$ cat src/rtl/x74169_pkg.sv
// x74169_pkg: constants and helpers shared by the x74169 up/down counter
// and its 4-bit slice. Direction encoding and slice width match x74161.
package x74169_pkg;

   localparam logic DIR_UP  = 1'b1;
   localparam logic DIR_DN  = 1'b0;
   localparam int   SLICE_W = 4;

   // True when a slice sits at the terminal value for the given direction:
   // all-ones when counting up, zero when counting down.
   function automatic logic at_term(input logic [SLICE_W-1:0] q, input logic ud);
      logic r;
      if (ud == DIR_UP) r = &q;
      else              r = ~|q;
      return r;
   endfunction

endpackage

$ cat src/rtl/x74169_slice.sv
// x74169_slice: 4-bit presettable up/down counter slice.
// Optional feature macro: X74169_SAT_EN adds the SAT input, which freezes
// counting while the complete cascaded counter sits at its terminal value.
module x74169_slice
   import x74169_pkg::*;
(
   input  logic               CP,
   input  logic               CR,
   input  logic               PE,
   input  logic               CEP,
   input  logic               CET,
   input  logic               U_D,
`ifdef X74169_SAT_EN
   input  logic               SAT,
`endif
   input  logic [SLICE_W-1:0] D,
   output logic [SLICE_W-1:0] Q,
   output logic               TC
);

   logic [SLICE_W-1:0] q_r;
   logic [SLICE_W-1:0] q_nxt_s;
   logic               cnt_en_s;

   // Saturation is decided for the whole chain, not per slice, so lower
   // slices still carry normally while the full counter is below terminal.
`ifdef X74169_SAT_EN
   assign cnt_en_s = CEP & CET & ~SAT;
`else
   assign cnt_en_s = CEP & CET;
`endif

   // Next state: load beats count, count beats hold.
   always_comb begin
      q_nxt_s = q_r;
      if (!PE) begin
         q_nxt_s = D;
      end else if (cnt_en_s) begin
         if (U_D == DIR_UP) q_nxt_s = q_r + 4'd1;
         else               q_nxt_s = q_r - 4'd1;
      end else begin
         q_nxt_s = q_r;
      end
   end

   // State register with asynchronous active-low clear.
   always_ff @(posedge CP or negedge CR) begin
      if (!CR) q_r <= '0;
      else     q_r <= q_nxt_s;
   end

   assign Q  = q_r;
   assign TC = CET & at_term(q_r, U_D);

endmodule

$ cat src/rtl/x74169.sv
// x74169: WIDTH-bit presettable binary up/down counter built from 4-bit
// slices chained TC -> CET, so the top TC ripples through every slice.
// Optional feature macro: X74169_SAT_EN (saturate at the terminal value
// instead of wrapping). WIDTH must be a multiple of 4.
module x74169
   import x74169_pkg::*;
#(
   parameter int WIDTH = 4
) (
   input  logic             CP,
   input  logic             CR,
   input  logic             PE,
   input  logic             CEP,
   input  logic             CET,
   input  logic             U_D,
   input  logic [WIDTH-1:0] D,
   output logic [WIDTH-1:0] Q,
   output logic             TC
);

   localparam int NS = WIDTH / SLICE_W;

   // tc_chain_s[i] is the trickle enable into slice i; the last entry is TC.
   logic [NS:0] tc_chain_s;

   assign tc_chain_s[0] = CET;

   for (genvar i = 0; i < NS; i++) begin : g_slice
      x74169_slice u_slice (
         .CP  (CP),
         .CR  (CR),
         .PE  (PE),
         .CEP (CEP),
         .CET (tc_chain_s[i]),
         .U_D (U_D),
`ifdef X74169_SAT_EN
         .SAT (tc_chain_s[NS]),
`endif
         .D   (D[i*SLICE_W +: SLICE_W]),
         .Q   (Q[i*SLICE_W +: SLICE_W]),
         .TC  (tc_chain_s[i+1])
      );
   end

   assign TC = tc_chain_s[NS];

endmodule

$ cat config.mk
export PLATFORM = sky130hd
export DESIGN_NAME = x74169
export DESIGN_NICKNAME = d
export VERILOG_FILES = /design/src/rtl/x74169_pkg.sv /design/src/rtl/x74169_slice.sv /design/src/rtl/x74169.sv
export SDC_FILE = /design/constraint.sdc
export NUM_CORES = 1
export LEC_CHECK = 0
export BUFFER_PORTS_ARGS = -buffer_cell sky130_fd_sc_hd__buf_4
export CELL_PAD_IN_SITES_DETAIL_PLACEMENT = 1
export CELL_PAD_IN_SITES_GLOBAL_PLACEMENT = 1
export CORE_AREA = 5 5 42 44
export DETAILED_ROUTE_END_ITERATION = 16
export DIE_AREA = 0 0 47 49
export HOLD_SLACK_MARGIN = 0.02
export PLACE_DENSITY_LB_ADDON = 0.1
export SLEW_MARGIN = 15
export SYNTH_ARGS = -nofsm -noshare
export SYNTH_HDL_FRONTEND = slang
export SYNTH_HIERARCHICAL = 1
export SYNTH_SLANG_ARGS = --single-unit
$ cat constraint.sdc
create_clock -name CP -period 3.55 [get_ports CP]
set_input_delay 0.5325 -clock CP [delete_from_list [all_inputs] [get_ports CP]]
set_output_delay 0.5325 -clock CP [all_outputs]
set_load 0.02 [all_outputs]
* Yosys cells after proc, flatten, opt, wreduce, memory -nomap -nowiden *
Cells that the tools add are included.

operators by class
  equal/unequal tests = 1
  add/subtract/negate cells = 2
  reductions and logical operators = 3
  $mul = 0
  shift operators = 0
  divide/modulo/power cells = 0
  multiplexer cells = 4
  bitwise gates (word level) = 2
  magnitude comparators = 0

operators with widths
  cell                                              number
  two-way mux 4 bit                                 3
  adder 4 x 1 -> 4 bit, second input constant       1
  AND reduction 4 bit                               1
  OR reduction 4 bit                                1
  subtractor 4 x 1 -> 4 bit, second input constant  1
  AND 1 bit                                         2
  != test 2 x 1 -> 1 bit, second input constant     1
  logical NOT 1 bit                                 1
  two-way mux 1 bit                                 1

word-level totals
  memory bits (read-only) = 0
  bits in registers = 4
  RAM bits = 0
  bits of input ports = 10
  output and inout bits = 5
  bits in latches = 0
  memories kept = 0

* Logic depth before layout (Yosys ltp) *
  depth after elaboration = 4
  mapped depth = 6
  mapped depth without buffers = 6

* Worst setup path after synthesis *
OpenSTA, ideal clock, no wires.

  kind = in2out
  start point = in U_D
  end point = out TC
  stages on the path = 3
  setup slack = 1.660 ns
  data arrival time = 1.357 ns
  buffers on the path = 0
  path through = or4_1 o21ai_0 and2_2

on the way
  longest elaborated chain between the ends = 2

RTL lines
  item                RTL line            RTL
  start: declaration  x74169.sv:15        input logic U_D,
  two-way mux 1 bit   x74169_pkg.sv:13    if (ud == DIR_UP) r = &q;
  AND 1 bit           x74169_slice.sv:53  assign TC = CET & at_term(q_r, U_D);
  end: declaration    x74169.sv:18        output logic TC

Every way passes these cells.

* Final worst setup path *
  start point = reg g_slice[0].u_slice.q_r[0]
  end point = out TC

on the way
  longest elaborated chain between the ends = 4
  elaborated cells between the ends (all ways) = 5
  those cells by class = mux: 1; bitwise: 1; reduce/logical: 3

RTL lines
  item                      RTL line            RTL
  start: declaration        x74169_slice.sv:21  logic [SLICE_W-1:0] q_r;
  start signal: assignment  x74169_slice.sv:49  else q_r <= q_nxt_s;
  OR reduction 4 bit        x74169_pkg.sv:14    else r = ~|q;
  logical NOT 1 bit         x74169_pkg.sv:14
  two-way mux 1 bit *       x74169_pkg.sv:13
  AND 1 bit *               x74169_slice.sv:53

Mark *: on every way between the ends. The rest lies on a longest branch, timed or not.

==> results.sh <==
export IMPL_slowest_stage="or4_1"
export IMPL_crit_fanout=6
export IMPL_numCtsBuffers=3
export IMPL_cts_resized=0
export IMPL_clkLatencyLatePin_ps=240
export IMPL_drc=0
export IMPL_p_total_mw=0.189
export IMPL_grt_pass1_vias=374
export IMPL_viasPerCell=4.94
export IMPL_place_gp_congestion=0.677
export IMPL_worstMarginPinSlew_ps=362
export IMPL_insertedDiodeCount=0
export IMPL_path_clk_slew_ps=40
export IMPL_post_place_ws_ps=1410
export IMPL_worst_path_largest_cell_delay_ps=520
export IMPL_synth_fp_nets=50
export IMPL_syn2layout_area_growth_pct=41.6
export IMPL_layout_min_cycle_time_ps=2170
export IMPL_slew_violations=0
export IMPL_first_pass_iters=1
export IMPL_arrival_ps=1640
export IMPL_ys_types=24
export IMPL_status="completed"
export IMPL_drive_gt1_frac=0.396
export IMPL_critPathLaunchType="flip-flop"
export IMPL_combPwrFrac=0.359
export IMPL_final_hold_viol_count=0
export IMPL_postCtsHoldBufs=0
export IMPL_finalSetupTns_ps=0
export IMPL_synth_top_area_share=0.297
export IMPL_largest_reg_flops=4
export IMPL_start_util=0.240
export IMPL_required_ps=3020
export IMPL_wirelength_um=893
export IMPL_hold_path_class="in -> async"
export IMPL_dr_first_iter_drc_count=0
export IMPL_end_kind="output pin"
export IMPL_switching_share=0.345
export IMPL_cts_post_setup_buffers_inserted=0
export IMPL_clkSinkCount=4
export IMPL_coreArea_mm2=0.00140
export IMPL_switching_power_mw=0.0652
export IMPL_avgRoutedWirePerCell_um=12.9
export IMPL_grt_max_degree=12
export IMPL_peakVddDrop_mv=0.159
export IMPL_synth_area_top_cells="dfrtp_1 (30%), ha_1 (7.4%), fa_1 (5.9%)"
export IMPL_syn_area_per_cell_um2=9.10
export IMPL_finalSetupViolCount=0
export IMPL_root_buffer="clkbuf_4"
export IMPL_numPortBuffers=14
export IMPL_p_leak_nw=0.224
export IMPL_layout_common_cells="buf_4 (14), dfrtp_1 (4), nand3_1 (4)"
export IMPL_yosys_register_bits=4
export IMPL_grt_first_pass_wirelength_um=1610
export IMPL_antenna_found_initial=0
export IMPL_postLayoutCoreUtil=0.340
export IMPL_maxSlewHeadroom=0.753
export IMPL_rsz0062_at_grt="false"
export IMPL_path_cells="or4_1 -> o21ai_0 -> and2_2 -> buf_4"
export IMPL_die_area_mm2=0.00230
export IMPL_seq_power_share=0.343
export IMPL_postLayoutSetupSlackWorst_ps=1380
export IMPL_synth_cells=37
export IMPL_ys_warn_count=6
export IMPL_max_freq_ghz=0.461
export IMPL_ios=15
export IMPL_die_x_um=47
export IMPL_cts_tree="done"
export IMPL_final_common_cell="buf_4"
export IMPL_synth_area_um2=337
export IMPL_clockBufferDepth=2
export IMPL_p_clk_frac=0.298
export IMPL_fp_dieH_um=49
export IMPL_final_nets=68
export IMPL_cell_internal_pwr_mw=0.124
export IMPL_finClkSkew_ps=4.82
export IMPL_power_density_mw_per_mm2=397
export IMPL_grtUsageTotal=0.0976
export IMPL_path_class="reg -> out"
export IMPL_cts_max_level=1
export IMPL_period_share=0.612
export IMPL_grt_overflow_total=0
export IMPL_synth_top_area_cell="dfrtp_1"
export IMPL_num_rows=14
export IMPL_dr_total_vias=341
export IMPL_synth_seq_area_share=0.297
export IMPL_ant_nets=0
export IMPL_maxCapViolations=0
==> worst max-delay path: cells and delay by family (launching register included) <==
| family | cells | cell delay, ps |
|---|---|---|
| compound gates | 1 | 150 |
| buf+inv | 1 | 130 |
| simple gates | 2 | 670 |
| flops | 1 | 460 |
==> cells by family after synthesis <==
logic type,Yosys count,share of synthesized area
xor gates and xnor gates,2,0.0521
muxes,2,0.0632
and+or+nand+nor,15,0.253
buffers and inverters,2,0.0335
adders and majority gates,3,0.134
AOI/OAI and AO/OA,9,0.167
DFF,4,0.297
==> final timing paths <==
kind                                                     start                                   to  slack (ps)  depth (start not counted)
max reg2reg                g_slice[0].u_slice/Q[0]$_DFFE_PN0P_  g_slice[0].u_slice/Q[2]$_DFFE_PN0P_        1970                          4
max                        g_slice[0].u_slice/Q[0]$_DFFE_PN0P_                                   TC        1380                          4
min reg2reg                g_slice[0].u_slice/Q[3]$_DFFE_PN0P_  g_slice[0].u_slice/Q[3]$_DFFE_PN0P_         680                          2
min                                                         CR  g_slice[0].u_slice/Q[0]$_DFFE_PN0P_          80                          1
max in group asynchronous                                   CR  g_slice[0].u_slice/Q[2]$_DFFE_PN0P_        3360                          1
min in group CP                                           D[2]  g_slice[0].u_slice/Q[2]$_DFFE_PN0P_         530                          2
==> stage by stage <==
step	hold WS, ps	std cells	instance area (um^2)
CTS	75.0	69	477
finish	84.1	69	477
floorplan	237	37	337
global placement	330	66	454
global route	75.5	69	477
detailed placement	331	66	454
==> layer usage <==
metal	global-route usage	part of all wire	up-vias	routed length [um]
met5	0	0	-	0
met4	0.0691	0.016	0	14
met3	0.0221	0.060	2	54
met2	0.154	0.55	9	494
met1	0.109	0.37	160	330
li1	-	-	170	-
==> power by group through the flow <==
stage	clock network [mW]	logic (mW)	registers [mW]
final	0.0564	0.0679	0.0648
after global routing	0.0623	0.0761	0.0673
after CTS	0.0601	0.0698	0.0651
after detailed placement	0	0.0694	0.0656
after global placement	0	0.0661	0.0650
after floorplan	0	0.0325	0.0710
==> synth_stat cells <==
| master | instances |
|---|---|
| xor2_1 | 1 |
| inv_1 | 1 |
| nand3_1 | 4 |
| fa_1 | 1 |
| a21o_1 | 1 |
| a41oi_1 | 1 |
| mux2_2 | 1 |
| dfrtp_1 | 4 |
| and2_2 | 1 |
| ha_1 | 2 |
| a2111oi_0 | 1 |
| o21ai_0 | 2 |
| and2b_2 | 1 |
| xnor2_1 | 1 |
| nand2_2 | 1 |
| buf_4 | 1 |
| nand2_1 | 3 |
| a31oi_1 | 1 |
| a21oi_1 | 3 |
| or4_1 | 1 |
| or4b_1 | 1 |
| mux2i_1 | 1 |
| and3_1 | 1 |
| nor2_1 | 2 |
==> final cells by class <==
type | count | area (um^2)
Tap cell | 16 | 20.0
Fill cell | 179 | 925
Sequential cell | 4 | 100
Clock buffer | 3 | 22.5
Multi-Input combinational cell | 31 | 225
Inverter | 1 | 3.75
Timing Repair Buffer | 14 | 105
(Power assumes the default switching activity.)
